**config.mk**
```make
export PLATFORM = sky130hd
export DESIGN_NAME = fwd_scoreboard
export DESIGN_NICKNAME = d
export VERILOG_FILES = /design/src/rtl/fwd_scoreboard.sv
export SDC_FILE = /design/constraint.sdc
export NUM_CORES = 1
export LEC_CHECK = 0
export CORE_MARGIN = 3
export CORE_UTILIZATION = 25
export DETAILED_ROUTE_END_ITERATION = 8
export PLACE_DENSITY_LB_ADDON = 0.05
export SYNTH_ARGS = -nofsm -noshare
export SYNTH_HDL_FRONTEND = slang
export SYNTH_SLANG_ARGS = --single-unit
export TNS_END_PERCENT = 20
```
**constraint.sdc**
```tcl
create_clock -name clk -period 1.89 [get_ports clk]
set_input_delay 0.378 -clock clk [delete_from_list [all_inputs] [get_ports clk]]
set_output_delay 0.378 -clock clk [all_outputs]
set_load 0.02 [all_outputs]
```
**src/rtl/fwd_scoreboard.sv**
```systemverilog
// fwd_scoreboard: EX-stage forwarding and load-use hazard unit.
// Keeps a shift-register scoreboard of in-flight destinations fed from the
// EX instruction. It produces a per-source forward select and a load-use
// stall request.
// Optional build macro: FWD_SCOREBOARD_PERF_EN adds the perf_clr input and
// the fwd_count and stall_count saturating event counters.
//
// Handshake: there is no valid/ready pair. ex_valid qualifies the EX
// instruction in the same cycle. load_use_stall is a same-cycle request, and
// the controller is expected to re-present the same EX instruction on the
// following cycle.
module fwd_scoreboard #(
    parameter int NUM_SRC    = 3,
    parameter int NUM_STAGES = 2,
    parameter int REG_AW     = 5,
    parameter int SEL_W      = 2
) (
    input  logic                      clk,
    input  logic                      rst_n,
    input  logic                      fwd_en,
    input  logic                      ex_valid,
    input  logic [REG_AW-1:0]         ex_dest,
    input  logic                      ex_wb_en,
    input  logic                      ex_mem_read,
    input  logic [NUM_SRC*REG_AW-1:0] src_addr,
    input  logic [NUM_SRC-1:0]        src_use,
    input  logic                      hold,
    input  logic                      flush,
    output logic [NUM_SRC*SEL_W-1:0]  fwd_sel,
`ifdef FWD_SCOREBOARD_PERF_EN
    input  logic                      perf_clr,
    output logic [31:0]               fwd_count,
    output logic [31:0]               stall_count,
`endif
    output logic                      load_use_stall
);

    // Stage k = 1 is the youngest entry (MEM) and k = NUM_STAGES is the oldest.
    logic [NUM_STAGES:1] v_q;
    logic [REG_AW-1:0]   dest_q [1:NUM_STAGES];
    // Only a load sitting in the youngest stage can ever trigger a stall.
    // Once a load has aged past stage 1 its flag is never consulted again,
    // so older stages do not carry it.
    logic                ld_q;

    logic [NUM_STAGES:1] hit [NUM_SRC];

    // Compare each used, non-zero source address against every live entry.
    always_comb begin
        hit = '{default: '0};
        for (int i = 0; i < NUM_SRC; i++) begin
            for (int k = 1; k <= NUM_STAGES; k++) begin
                hit[i][k] = src_use[i] && v_q[k]
                         && (dest_q[k] == src_addr[i*REG_AW +: REG_AW])
                         && (src_addr[i*REG_AW +: REG_AW] != '0);
            end
        end
    end

    // Pick the youngest matching stage per source and flag load-use hazards.
    always_comb begin
        fwd_sel        = '0;
        load_use_stall = 1'b0;
        for (int i = 0; i < NUM_SRC; i++) begin
            // Walk from oldest to youngest so the youngest match is written last.
            for (int k = NUM_STAGES; k >= 1; k--) begin
                if (hit[i][k]) begin
                    fwd_sel[i*SEL_W +: SEL_W] = SEL_W'(k);
                end
            end
            // Stage 1 is the youngest stage, so a hit there is always the winner.
            if (hit[i][1] && ld_q) begin
                load_use_stall = 1'b1;
            end
        end
        if (!fwd_en || !rst_n) begin
            fwd_sel        = '0;
            load_use_stall = 1'b0;
        end
    end

    // Advance the scoreboard unless the pipeline is frozen.
    // Stage 1 takes a bubble on flush or stall.
    always_ff @(posedge clk or negedge rst_n) begin
        if (!rst_n) begin
            v_q  <= '0;
            ld_q <= 1'b0;
            for (int k = 1; k <= NUM_STAGES; k++) begin
                dest_q[k] <= '0;
            end
        end else if (!hold) begin
            for (int k = NUM_STAGES; k >= 2; k--) begin
                v_q[k]    <= v_q[k-1];
                dest_q[k] <= dest_q[k-1];
            end
            if (flush || load_use_stall) begin
                v_q[1]    <= 1'b0;
                dest_q[1] <= '0;
                ld_q      <= 1'b0;
            end else begin
                v_q[1]    <= ex_valid && ex_wb_en;
                dest_q[1] <= ex_dest;
                ld_q      <= ex_mem_read;
            end
        end
    end

`ifdef FWD_SCOREBOARD_PERF_EN
    logic any_fwd;
    assign any_fwd = |fwd_sel;

    // Saturating event counters; a synchronous clear beats an increment.
    always_ff @(posedge clk or negedge rst_n) begin
        if (!rst_n) begin
            fwd_count   <= '0;
            stall_count <= '0;
        end else if (perf_clr) begin
            fwd_count   <= '0;
            stall_count <= '0;
        end else begin
            if (any_fwd && !hold && !load_use_stall && (fwd_count != 32'hFFFF_FFFF)) begin
                fwd_count <= fwd_count + 32'd1;
            end
            if (load_use_stall && !hold && (stall_count != 32'hFFFF_FFFF)) begin
                stall_count <= stall_count + 32'd1;
            end
        end
    end
`endif

endmodule

```
==> flow_summary.toml <==
[drt]
ant_nets = 0
drt_wl_total_um = 3383
vias = 1058
first_iter_violations = 45
drc = 0
detail_route.wl_per_cell_um = 15.04
vias_per_cell = 4.702
drt-pass1-iter-count = 4

[setup_path]
crit_arrival_ns = 1.84
r2r_cells = 7
cp_max_fo = 4
r2r-end = "ld_q$_DFFE_PN0N_"
crit_path_end_kind = "primary output"
reg2reg_setup_slack_ns = 0.03
crit_type = "flop to primary output"
cp_data_required_time_ns = 1.51
worstSetupStartpoint = "dest_q[0]$_DFFE_PN0N_"
r2r_start = "dest_q[8]$_DFFE_PN0N_"
start_kind = "flop"

[clock_network]
clkTransAtPathRegs_ns = 0.05
cts_tree = "done"
cts.sinks = 13
cts_root_buf = "clkbuf_8"
clockBufferDepth = 2
cts_buffers = 3
clkLatencyLatePin_ns = 0.24
htreeDepth = 1

[timing]
post-route-period-util = 1.175
slew_headroom = 0.7457
final.setup.worst_slack_ns = -0.3316
fin_crit_ns = 2.222
worstMarginPinSlew_ns = 0.3815
rsz0062_at_grt = "yes"
setup_viol = 13
report.final.hold_viol_count = 0
finalMaxSlewViolations = 0
finClkSkew_ns = 0.006031
max_freq_mhz = 450.1

[synthesis]
ys_types = 22
yosysWarnings = 0
yosysSeqAreaShare = 0.3230
ys_ff_latch = 13
synthCells = 101
syn_avg_cell_area_um2 = 9.972
syn-num-nets = 132
syn_area_mm2 = 0.001007

[die]
die_y_um = 69.48
start_util = 0.2671
coreArea_mm2 = 0.003771
pin_count = 38
dieArea_mm2 = 0.004827
dieWidth_um = 69.48
rows = 22

[layout]
fin_util = 0.5156
design_area_mm2 = 0.001944
drive_above_1_share = 0.5876
fin_nets = 209
syn2layout_area_growth_pct = 93.04
antenna_cells = 0
fillCellCount = 340

[grt]
grt_pass1_vias = 1126
grt-ovfl-total = 0
antenna_found_initial = 0
grt_max_degree = 16
grt_pass1_wl_um = 5609
track_usage = 0.1448

[placement]
dpl.hpwl_um = 2595
gp_congestion = 0.8289
place_area_mm2 = 0.001730
port_buffers = 37

[pwr]
leakage_nw = 0.8423
ir_worst_vdd_mv = 0.4320
p_per_area_mw_per_mm2 = 528.5

[run]
cap_viol_max_count = 0

[outcome]
status = "complete, but fails checks"
violations = "negative setup slack"

[worst_hold_path]
holdCritPathClass = "input port to async pin"
==> critical path: stages, from the launching register on <==
cell and delay, ns:
dfrtp_2 0.46, buf_6 0.14, xnor2_1 0.12, nand2_1 0.07, or4_4 0.49, nor4_4 0.14, buf_4 0.18
==> sequential cells by signal, indices dropped and copies added (netlist names) <==
name,cells
dest_q,10
ld_q,1
v_q,2
==> cell type report <==
class	instances	area, um^2	share of cell area
clock buffers	4	45.04	0.02317
multi-input cells	82	855.8	0.4402
flip-flops and latches	13	334.1	0.1718
well taps	48	60.06	0.03089
repair buffers	78	649.4	0.3340
==> layout by cell type (no fill, tap or decap) <==
master	n
buf_4	41
nor4_2	1
dfrtp_2	7
nor3_2	1
nand2_1	6
nor4_4	4
xnor2_2	8
nand3_1	2
nand4_1	3
or3b_2	1
clkdlybuf4s15_1	4
xnor2_1	13
buf_2	3
dfrtp_1	6
o31ai_1	1
dlymetal6s2s_1	2
o21ai_4	3
o31ai_4	1
buf_6	6
nor2b_1	1
nand3_2	1
mux2_2	6
clkdlybuf4s50_1	10
clkbuf_2	5
nor2_1	2
dlygate4sd2_1	4
nand2_2	1
or4_4	6
nor4_1	2
a22o_1	6
xor2_1	9
nor3_4	3
clkbuf_1	1
clkdlybuf4s15_2	3
a211o_1	1
clkbuf_8	3
==> power breakdown <==
part | internal [mW] | switching (mW) | total, mW
clock | 0.148 | 0.0881 | 0.236
combinational | 0.241 | 0.163 | 0.404
sequential | 0.318 | 0.0692 | 0.387
==> how the worst max path moves through the flow <==
| stage | endpoint | slack, ns | cells past startpoint |
|---|---|---|---|
| 3_5_place_dp | fwd_sel[3] | -1.16 | 6 |
| 6_report | fwd_sel[3] | -0.33 | 6 |
| 2_1_floorplan | fwd_sel[2] | -0.06 | 4 |
| 3_3_place_gp | fwd_sel[3] | -1.09 | 6 |
| 4_1_cts | fwd_sel[1] | -0.40 | 5 |
| 5_1_grt | fwd_sel[3] | -0.42 | 6 |
==> cell families after synthesis <==
| family | count (synthesis) | synth area share |
|---|---|---|
| buffers and inverters | 6 | 0.02236 |
| AND/OR/NAND/NOR | 34 | 0.2037 |
| AO/OA/AOI/OAI | 12 | 0.1230 |
| flip-flops | 13 | 0.3230 |
| XOR/XNOR | 30 | 0.2609 |
| multiplexers | 6 | 0.06708 |
==> cells in the mapped netlist <==
library cell   n  area [um^2]
or3b_2         1        8.760
mux2_2         6        67.56
o21ai_4        1        16.27
xor2_1         9        78.83
o31ai_4        1        21.27
nor3_2         2        20.02
or4_1          5        37.54
nand3_1        3        15.01
nor2b_1        1        6.260
nor2_1         2        7.510
xnor2_1       21        183.9
nand4_1        3        18.77
nor3_1         2        10.01
o31ai_1        1        7.510
o21ai_2        2        17.52
a22o_1         6        52.55
nand2_1        7        26.28
or4_4          1        11.26
clkbuf_1       6        22.52
nor4_1         7        43.79
a211o_1        1        8.760
dfrtp_1       13        325.3
==> timing repair <==
action | in CTS | in global routing
gates resized for setup | 90 | 25
setup endpoints to repair | 14 | 14
setup buffers | 3 | 5
pin swaps | 23 | 17
hold buffers | 0 | 0
==> per-stage QoR <==
stage | setup WS (ns) | power, mW | hold slack, ns | cells | setup TNS [ns]
2_1_floorplan | -0.05707 | 0.5387 | 0.08241 | 101 | -0.2467
3_3_place_gp | -1.086 | 0.7311 | 0.4892 | 213 | -11.07
3_5_place_dp | -1.159 | 0.7345 | 0.4940 | 213 | -11.39
4_1_cts | -0.3993 | 1.000 | 0.2471 | 220 | -2.691
5_1_grt | -0.4164 | 1.090 | 0.2976 | 225 | -3.133
6_report | -0.3316 | 1.028 | 0.2512 | 225 | -2.058
==> metal layers <==
metal,GRT usage,wire length [um]
met2,0.2235,1611
met4,0.04772,43
met3,0.02319,174
met5,0,0
met1,0.2046,1554
(Power assumes the default switching activity.)
